--- config.mk ---
export PLATFORM = sky130hd
export DESIGN_NAME = grid_monitor
export DESIGN_NICKNAME = d
export VERILOG_FILES = /design/src/rtl/grid_monitor.sv
export SDC_FILE = /design/constraint.sdc
export NUM_CORES = 1
export LEC_CHECK = 0
export ABC_AREA = 1
export ABC_CLOCK_PERIOD_IN_PS = 3900
export CAP_MARGIN = 15
export CORE_MARGIN = 1
export CORE_UTILIZATION = 50
export CTS_CLUSTER_DIAMETER = 30
export DETAILED_ROUTE_END_ITERATION = 8
export PLACE_DENSITY = 0.9
export SLEW_MARGIN = 20
export SYNTH_ARGS = -nofsm -noshare
export SYNTH_HDL_FRONTEND = slang
export SYNTH_SLANG_ARGS = --single-unit
--- constraint.sdc ---
create_clock -name clk -period 3.9 [get_ports clk]
set_input_delay 0.975 -clock clk [delete_from_list [all_inputs] [get_ports clk]]
set_output_delay 0.975 -clock clk [all_outputs]
set_load 0.01 [all_outputs]
--- src/rtl/grid_monitor.sv ---
// Grid monitor: classifies grid ADC samples as OK/UNSTABLE/OUTAGE with voltage hysteresis,
// asymmetric debounce and a sample timeout. Define GRID_MON_AVG_EN for 4-sample voltage averaging.
package sc_types_pkg;
    typedef enum logic [1:0] {
        GS_OK       = 2'd0,
        GS_UNSTABLE = 2'd1,
        GS_OUTAGE   = 2'd2
    } grid_state_t;
endpackage

module grid_monitor
    import sc_types_pkg::*;
#(
    parameter logic [11:0] V_OUT_MIN   = 12'd800,
    parameter logic [11:0] V_LO        = 12'd2070,
    parameter logic [11:0] V_HI        = 12'd2530,
    parameter logic [12:0] F_LO        = 13'd4950,
    parameter logic [12:0] F_HI        = 13'd5050,
    parameter logic [11:0] V_HYST      = 12'd20,
    parameter int          DEB_UP      = 3,
    parameter int          DEB_DOWN    = 8,
    parameter int          TIMEOUT_CYC = 1000
) (
    input  logic        clk,
    input  logic        rst_n,
    // sample_valid is a one-cycle strobe with no back-pressure: every strobe is consumed.
    input  logic        sample_valid,
    input  logic [11:0] v_sample,
    input  logic [12:0] f_sample,
    output grid_state_t grid_state,
    output logic        grid_state_valid,
    output logic        state_change,
    output logic        sample_stale,
    output logic [7:0]  instab_count
);

    localparam int              TW         = $clog2(TIMEOUT_CYC + 1);
    localparam logic [TW-1:0]   TO_MAX     = TW'(TIMEOUT_CYC);
    localparam logic [TW-1:0]   TO_LAST    = TW'(TIMEOUT_CYC - 1);
    localparam logic [3:0]      DEB_UP_C   = 4'(DEB_UP);
    localparam logic [3:0]      DEB_DOWN_C = 4'(DEB_DOWN);

    logic          timeout_fire;
    logic [TW-1:0] to_cnt;

    logic          cls_valid;
    logic [11:0]   cls_v;
    logic [12:0]   cls_f;

    grid_state_t   raw;
    grid_state_t   cand;
    grid_state_t   nxt_cand;
    logic [3:0]    deb_cnt;
    logic [3:0]    nxt_cnt;
    logic [3:0]    req_cnt;
    logic [11:0]   vl;
    logic [11:0]   vh;
    logic          do_update;

    // The firing cycle is the one that would take the idle count to TIMEOUT_CYC;
    // a strobe on that cycle takes precedence.
    assign timeout_fire = !sample_valid && (to_cnt == TO_LAST);

    always_ff @(posedge clk or negedge rst_n) begin
        if (!rst_n) begin
            to_cnt <= '0;
        end else if (sample_valid) begin
            to_cnt <= '0;
        end else if (to_cnt != TO_MAX) begin
            to_cnt <= to_cnt + 1'b1;
        end
    end

`ifdef GRID_MON_AVG_EN
    logic [11:0] v_h0;
    logic [11:0] v_h1;
    logic [11:0] v_h2;
    logic [13:0] v_sum;

    always_comb begin
        v_sum = 14'(v_sample) + 14'(v_h0) + 14'(v_h1) + 14'(v_h2);
    end

    // Averaged voltage is registered, so classification runs one cycle after the strobe.
    always_ff @(posedge clk or negedge rst_n) begin
        if (!rst_n) begin
            v_h0      <= '0;
            v_h1      <= '0;
            v_h2      <= '0;
            cls_valid <= 1'b0;
            cls_v     <= '0;
            cls_f     <= '0;
        end else begin
            cls_valid <= sample_valid;
            if (sample_valid) begin
                v_h0  <= v_sample;
                v_h1  <= v_h0;
                v_h2  <= v_h1;
                cls_v <= 12'(v_sum >> 2);
                cls_f <= f_sample;
            end else if (timeout_fire) begin
                v_h0 <= '0;
                v_h1 <= '0;
                v_h2 <= '0;
            end
        end
    end
`else
    always_comb begin
        cls_valid = sample_valid;
        cls_v     = v_sample;
        cls_f     = f_sample;
    end
`endif

    always_comb begin
        if (grid_state == GS_UNSTABLE) begin
            vl = V_LO + V_HYST;
            vh = V_HI - V_HYST;
        end else begin
            vl = V_LO;
            vh = V_HI;
        end

        if (cls_v < V_OUT_MIN) begin
            raw = GS_OUTAGE;
        end else if (cls_v < vl || cls_v > vh || cls_f < F_LO || cls_f > F_HI) begin
            raw = GS_UNSTABLE;
        end else begin
            raw = GS_OK;
        end

        // Encoding order equals severity order, so a numeric compare suffices.
        req_cnt = (raw > grid_state) ? DEB_UP_C : DEB_DOWN_C;

        nxt_cand = cand;
        nxt_cnt  = deb_cnt;
        if (raw == grid_state) begin
            nxt_cnt = 4'd0;
        end else if (raw == cand) begin
            nxt_cnt = deb_cnt + 4'd1;
        end else begin
            nxt_cand = raw;
            nxt_cnt  = 4'd1;
        end

        do_update = cls_valid && (raw != grid_state) && (nxt_cnt >= req_cnt);
    end

    always_ff @(posedge clk or negedge rst_n) begin
        if (!rst_n) begin
            grid_state       <= GS_OUTAGE;
            grid_state_valid <= 1'b0;
            state_change     <= 1'b0;
            sample_stale     <= 1'b0;
            instab_count     <= 8'd0;
            cand             <= GS_OUTAGE;
            deb_cnt          <= 4'd0;
        end else begin
            state_change <= 1'b0;
            if (sample_valid) begin
                sample_stale <= 1'b0;
            end

            if (timeout_fire) begin
                grid_state       <= GS_OUTAGE;
                state_change     <= (grid_state != GS_OUTAGE);
                sample_stale     <= 1'b1;
                grid_state_valid <= 1'b1;
                cand             <= GS_OUTAGE;
                deb_cnt          <= 4'd0;
            end else if (cls_valid) begin
                cand <= nxt_cand;
                if (do_update) begin
                    grid_state       <= raw;
                    state_change     <= 1'b1;
                    grid_state_valid <= 1'b1;
                    deb_cnt          <= 4'd0;
                    if (grid_state == GS_OK && raw == GS_UNSTABLE && instab_count != 8'hFF) begin
                        instab_count <= instab_count + 8'd1;
                    end
                end else begin
                    deb_cnt <= nxt_cnt;
                end
            end
        end
    end

endmodule

==> flow_summary_export.csv, run 1 <==
group,metric,value,unit
outcome,status,"completed",
worst_setup_path,end_kind,"flop",
cts,clk_pin_slew,60,ps
route,wirelength,5.00,mm
sta,relSlewSlack,0.599,
cells_and_area,num_antenna_cells,0,
worst_setup_path,slowest_delay,450,ps
die,io_pins,41,
cts,cts-root-buf,"clkbuf_8",
cts,h-tree-depth,2,
pwr,leakagePower,1.40,nW
cells_and_area,area_delta_synth_final,34.5,%
worst_setup_path,cp_slowest_cell,"clkdlybuf4s50_1",
pwr,ir_worst_vdd,0.370,mV
die,coreArea,0.00380,mm2
die,start_util,0.543,
route,num_vias,2026,
sta,setup_viol,0,
route,drtPass1Iterations,4,
synth,ys_seq_area_frac,0.353,
die,num_rows,22,
synth,yosysTopAreaCell,"dfrtp_1",
cells_and_area,fill_cells,292,
placed_design,dpl.hpwl,3.73,mm
route,drc,0,
global_route,antenna_found_initial,0,
worst_setup_path,cp_cell_sequence,"clkdlybuf4s50_1 -> ha_1 -> inv_1 -> nand3_1 -> nand3_1 -> a21oi_2 -> nor2_4 -> nand2_4 -> nand2_4 -> ha_4 -> nand2_2 -> inv_1 -> buf_4 -> nor2_2 -> ha_1 -> a21oi_1 -> nand2_1 -> nand2_2 -> nand2_2 -> buf_12 -> nand3_4 -> nand2_1 -> nand2_1",
global_route,overflow,0,
global_route,grt_pass1_vias,1945,
synth,async_flop_share,1.00,
sta,clock-skew-final,2.98,ps
cells_and_area,fin_cells,391,
cells_and_area,drive_above_1_share,0.146,
placed_design,gp_congestion,0.928,
cts,cts_buffer_depth,2,
worst_setup_path,crit_family,"simple AND/OR/NAND/NOR gates",
route,via_per_inst,5.18,
sta,hold_ws,477,ps
synth,ys.flop_type,"dfrtp_1",
sta,final-hold-violation-count,0,
worst_setup_path,arrival,3950,ps
synth,synth.area.top_cells,"dfrtp_1 (33%), nand2_1 (15%), ha_1 (9.1%)",
synth,synth_edf_count,0,
route,ant_nets,0,
cts,cts_sinks,29,
die,dieArea,0.00439,mm2
cts,cts_buffers,5,
global_route,grt.total_usage,0.246,
synth,syn_area_per_cell,7.29,um2
synth,synth_fp_nets,326,
hold_path,holdCritPathClass,"reg2reg",
sta,fmax,268,MHz
placed_design,io_buffers,40,
worst_setup_path,crit_fanout,10,
synth,ys_types,33,
worst_setup_path,cp-start-kind,"primary input",
synth,synthTopCellsByCount,"nand2_1 (81), inv_1 (37), nor2_1 (29)",
sta,fin_crit_sh,0.957,
worst_setup_path,crit_buf_inv,5,
die,die_x,66.2,um
pwr,p_per_area,502,mW/mm2
synth,synthesis.instances,283,
die,die_h,66.2,um
global_route,grt_pass1_wl,8.17,mm
global_route,grt_max_degree,30,
worst_setup_path,crit_type,"in2reg",
synth,synth.most_common_cell,"nand2_1",
worst_setup_path,cp.required,4120,ps
sta,tightest_slew,596,ps
route,wl_per_cell,12.8,um
synth,yosys_register_bits,29,
cts,clk-insertion-delay-late,280,ps
worst_setup_path,r2r_slack,370,ps
cells_and_area,fin_nets,385,
cells_and_area,regArea,728,um2
run,cap_violations,0,
cts,cts_tree,"yes",
cells_and_area,multi_input_area,0.00121,mm2
placed_design,dp.cells,382,
synth,synth.top_cell.area_share,0.327,
route,drtIter0Drc,107,
synth,netlist_area,0.00206,mm2
synth,ys_warn_count,0,
sta,layout_min_cycle_time,3730,ps
sta,slew_viol_final,0,
[metrics by stage]
stage                     setup TNS (ps)  setup WS, ps  utilization  total power (W)  cell area (um2)
after floorplan                        0           404            -         0.000819             2060
after global placement             -1870          -138        0.693          0.00107             2630
after detailed placement           -4780          -341        0.693          0.00110             2630
after CTS                              0          20.4        0.717          0.00135             2720
after global routing               -90.4         -18.0        0.731          0.00150             2780
final                                  0           170        0.731          0.00139             2780
[cell type report]
class | instances | area share
inverter | 41 | 0.0555
clock inverter | 2 | 0.00361
multi-input combinational | 210 | 0.436
clock buffer | 6 | 0.0261
sequential | 29 | 0.262
timing repair buffer | 55 | 0.195
tap | 48 | 0.0216
[placed cells by master (no fill, tap or decap), drive strengths merged, types with 4 or more instances in the layout]
cell type | synthesis | routed
nand2 | 85 | 85
inv | 40 | 40
clkdlybuf4s50 | 0 | 39
nor2 | 31 | 31
dfrtp | 27 | 27
nand3 | 25 | 25
ha | 15 | 15
buf | 2 | 15
nand4 | 14 | 14
o21ai | 11 | 11
xor2 | 8 | 8
a21oi | 7 | 7
clkbuf | 1 | 6
nor3 | 4 | 4
[kinds of logic (layout without fill, tap and decap cells)]
family | Yosys count | after routing | synth area share
and+or+nand+nor | 165 | 165 | 0.373
AOI/OAI and AO/OA | 20 | 20 | 0.0564
xor gates and xnor gates | 10 | 10 | 0.0425
buffers and inverters | 44 | 104 | 0.0843
DFF | 29 | 29 | 0.353
adders and majority gates | 15 | 15 | 0.0910
[layer usage]
metal,global-route usage,share of wire,up-vias
met5,0,0,-
met4,0.0745,0.014,0
met3,0.0500,0.025,9
met2,0.448,0.52,32
met1,0.286,0.44,953
li1,-,-,1032
[what timing repair did]
action / in CTS / in global routing
pin swaps: 1 / 5
endpoints found under the setup margin: 14 / 15
hold buffers: 0 / 0
resized for setup: 2 / 9
endpoints found under the hold margin: 0 / 0
buffers inserted: 0 / 1
[registers in the layout (all words and copies together), names as in the netlist]
name	count
cand	2
deb_cnt	4
grid_state	2
grid_state_valid	1
instab_count	8
sample_stale	1
state_change	1
to_cnt	10
[worst reg2reg max path, delay by kind of cell, from the launching register on]
kind,cells,cell delay (ps)
and+or+nand+nor,15,1210
buffers and inverters,6,600
adders and majority gates,3,770
DFF,1,540
AOI/OAI and AO/OA,2,350
[final timing paths]
path	start	end	cells after the start
setup / recovery	v_sample[2]	instab_count[6]	23
hold / removal	grid_state_valid	grid_state_valid	1
setup reg to reg	grid_state[0]	instab_count[6]	26
hold reg to reg	grid_state_valid	grid_state_valid	1
max in group asynchronous	rst_n	grid_state[1]	2
min in group asynchronous	rst_n	to_cnt[5]	2
[power by group]
group,switching [W],internal (W)
registers,0.0000654,0.000365
logic,0.000389,0.000341
clock network,0.000111,0.000123
total,0.000566,0.000829
Power figures use the tool's default switching activity.
==> inputs of run 2 (changes only) <==
--- a/config.mk
+++ b/config.mk
@@ -8,11 +8,13 @@
 export ABC_AREA = 1
 export ABC_CLOCK_PERIOD_IN_PS = 3900
 export CAP_MARGIN = 15
+export CELL_PAD_IN_SITES_DETAIL_PLACEMENT = 2
+export CELL_PAD_IN_SITES_GLOBAL_PLACEMENT = 2
 export CORE_MARGIN = 1
-export CORE_UTILIZATION = 50
+export CORE_UTILIZATION = 29
 export CTS_CLUSTER_DIAMETER = 30
 export DETAILED_ROUTE_END_ITERATION = 8
-export PLACE_DENSITY = 0.9
+export PLACE_DENSITY = 0.92
 export SLEW_MARGIN = 20
 export SYNTH_ARGS = -nofsm -noshare
 export SYNTH_HDL_FRONTEND = slang
==> run 2 against run 1 <==
First-iteration DRC count decreased by 16%. Largest power group unchanged. Critical endpoint is now instab_count[1]. Sequential share of layout area decreased by 1.3 points. Core utilization decreased by 30 points.
==> flow_summary_export.csv, run 2 (synthesis results as in run 1) <==
group,metric,value,unit
outcome,status,"completed",
global_route,antenna_found_initial,0,
die,start_util,0.302,
pwr,p_sw,0.000670,W
worst_setup_path,reg2regPathDepth,26,
worst_setup_path,cp-startpoint,"v_sample[9]",
sta,clock-skew-final,5.95,ps
global_route,overflow,0,
worst_setup_path,crit_type,"in2reg",
worst_setup_path,crit_fanout,10,
worst_setup_path,arrival,3930,ps
worst_setup_path,cp-start-kind,"primary input",
placed_design,gp_congestion,0.799,
cells_and_area,regArea,728,um2
worst_setup_path,crit_top_cell,"nand2_1",
placed_design,dpl.hpwl,5.44,mm
worst_setup_path,critical_path_depth,24,
cts,cts-root-buf,"clkbuf_8",
cts,clk_pin_slew,70,ps
cells_and_area,fill_cells,797,
global_route,grt_pass1_vias,2451,
pwr,seqPwrFrac,0.275,
cells_and_area,regMostFlops,"to_cnt",
route,wirelength,7.31,mm
route,drtPass1Iterations,4,
route,via_per_inst,4.83,
route,drtIter0Drc,90,
cts,cts_tree,"yes",
sta,hold_ws,505,ps
die,io_pins,41,
cts,cts_buffers,5,
cells_and_area,final_cell_mix,"nand2_1 (76), clkdlybuf4s50_1 (37), inv_1 (36), dfrtp_1 (27), nor2_1 (26)",
pwr,clkPwrFrac,0.166,
sta,relSlewSlack,0.579,
sta,slew_viol_final,0,
route,drc,0,
sta,tightest_slew,632,ps
route,num_vias,2148,
cells_and_area,layout_commonest_cell,"nand2_1",
cells_and_area,multi_input_area,0.00126,mm2
global_route,grt_pass1_wl,11.7,mm
sta,rsz0062_at_grt,"no",
sta,fin_crit_sh,0.949,
die,die_x,86.3,um
global_route,grt.total_usage,0.204,
worst_setup_path,end_kind,"flop",
route,wl_per_cell,16.4,um
cells_and_area,fin_util,0.428,
run,cap_violations,0,
worst_setup_path,cp.required,4130,ps
pwr,leakagePower,1.44,nW
die,die_h,86.3,um
die,dieArea,0.00746,mm2
pwr,p_int,0.000870,W
pwr,combPwrFrac,0.559,
placed_design,io_buffers,40,
die,coreArea,0.00683,mm2
cts,cts_sinks,29,
pwr,ir_worst_vdd,0.283,mV
sta,final-hold-violation-count,0,
sta,layout_min_cycle_time,3700,ps
cells_and_area,drive_above_1_share,0.183,
die,num_rows,30,
cells_and_area,area_delta_synth_final,41.6,%
pwr,p_per_area,527,mW/mm2
cells_and_area,num_antenna_cells,0,
cts,h-tree-depth,2,
cells_and_area,largestRegisters,"to_cnt x10, instab_count x8, deb_cnt x4",
worst_setup_path,crit_family,"simple AND/OR/NAND/NOR gates",
cts,clk-insertion-delay-late,290,ps
sta,layout_setup_ws,200,ps
worst_setup_path,cp_slowest_cell,"clkdlybuf4s50_1",
global_route,grt_max_degree,30,
sta,setup_viol,0,
hold_path,holdCritPathClass,"reg2reg",
cts,cts_buffer_depth,2,
pwr,swShare,0.435,
cells_and_area,largest_register_ffs,10,
sta,fmax,270,MHz
worst_setup_path,r2r-end,"instab_count[1]",
cells_and_area,fin_nets,391,
worst_setup_path,crit_path_end,"instab_count[1]",
cts,holdBufCountCts,0,
worst_setup_path,slowest_delay,470,ps
worst_setup_path,r2r-start,"grid_state[1]",
worst_setup_path,crit_buf_inv,5,
route,ant_nets,0,
placed_design,preCtsSetupSlack,-582,ps
worst_setup_path,r2r_slack,330,ps
worst_setup_path,cp_cell_sequence,"clkdlybuf4s50_1 -> nor3b_2 -> nand2_1 -> nor2_1 -> nand2_1 -> nand2_1 -> inv_2 -> nand2_4 -> nand2_4 -> ha_4 -> nand2_2 -> inv_1 -> a21oi_2 -> ha_1 -> inv_1 -> nand2_1 -> a21oi_2 -> nand2_1 -> nand2_2 -> nand2_2 -> buf_12 -> nand3_4 -> nand2_1 -> nand2_1",
[run 2: stage by stage]
step	TNS [ps]	power (W)	std cells	area, um2
floorplan	0	0.000819	283	2060
global placement	-2790	0.00112	436	2730
detailed placement	-8070	0.00118	436	2730
CTS	0	0.00150	444	2870
global route	0	0.00164	445	2920
finish	0	0.00154	445	2920
[run 2: worst min path at each step]
stage / start / endpoint / slack, ps / cells after the start
2_1_floorplan: deb_cnt[3] / deb_cnt[3] / 470 / 2
3_3_place_gp: grid_state_valid / grid_state_valid / 470 / 1
3_5_place_dp: grid_state_valid / grid_state_valid / 480 / 1
4_1_cts: grid_state_valid / grid_state_valid / 510 / 1
5_1_grt: grid_state_valid / grid_state_valid / 510 / 1
6_report: grid_state_valid / grid_state_valid / 500 / 1
[run 2: worst reg2reg max path, delay by kind of cell, from the launching register on]
kind            cells  cell delay, ps
fa+ha+maj           3             790
buf+inv             5             530
compound gates      2             290
flops               1             580
simple gates       16            1320
[run 2: timing repair]
action	in CTS	in global routing
buffers inserted	0	1
pin swaps	6	5
setup endpoints to repair	15	15
resized for setup	12	10
[run 2: area by class of cell]
type | count | area share
Multi-Input combinational cell | 210 | 0.431
Timing Repair Buffer | 61 | 0.197
Inverter | 41 | 0.0527
Clock buffer | 5 | 0.0236
Tap cell | 96 | 0.0411
Sequential cell | 29 | 0.249
Clock inverter | 3 | 0.00600
[run 2: metal layers]
metal  vias up  part of all wire  track usage
met1      1081              0.42        0.223
met3         7             0.016       0.0314
li1       1038                 -            -
met5         -                 0            0
met4         0            0.0083       0.0606
met2        22              0.56        0.399
[run 2: power by group through the flow]
stage	Combinational [W]	Clock [W]	Sequential, W
floorplan	0.000387	0	0.000432
global placement	0.000694	0	0.000421
detailed placement	0.000756	0	0.000427
CTS	0.000816	0.000259	0.000423
global route	0.000944	0.000267	0.000431
finish	0.000861	0.000255	0.000424
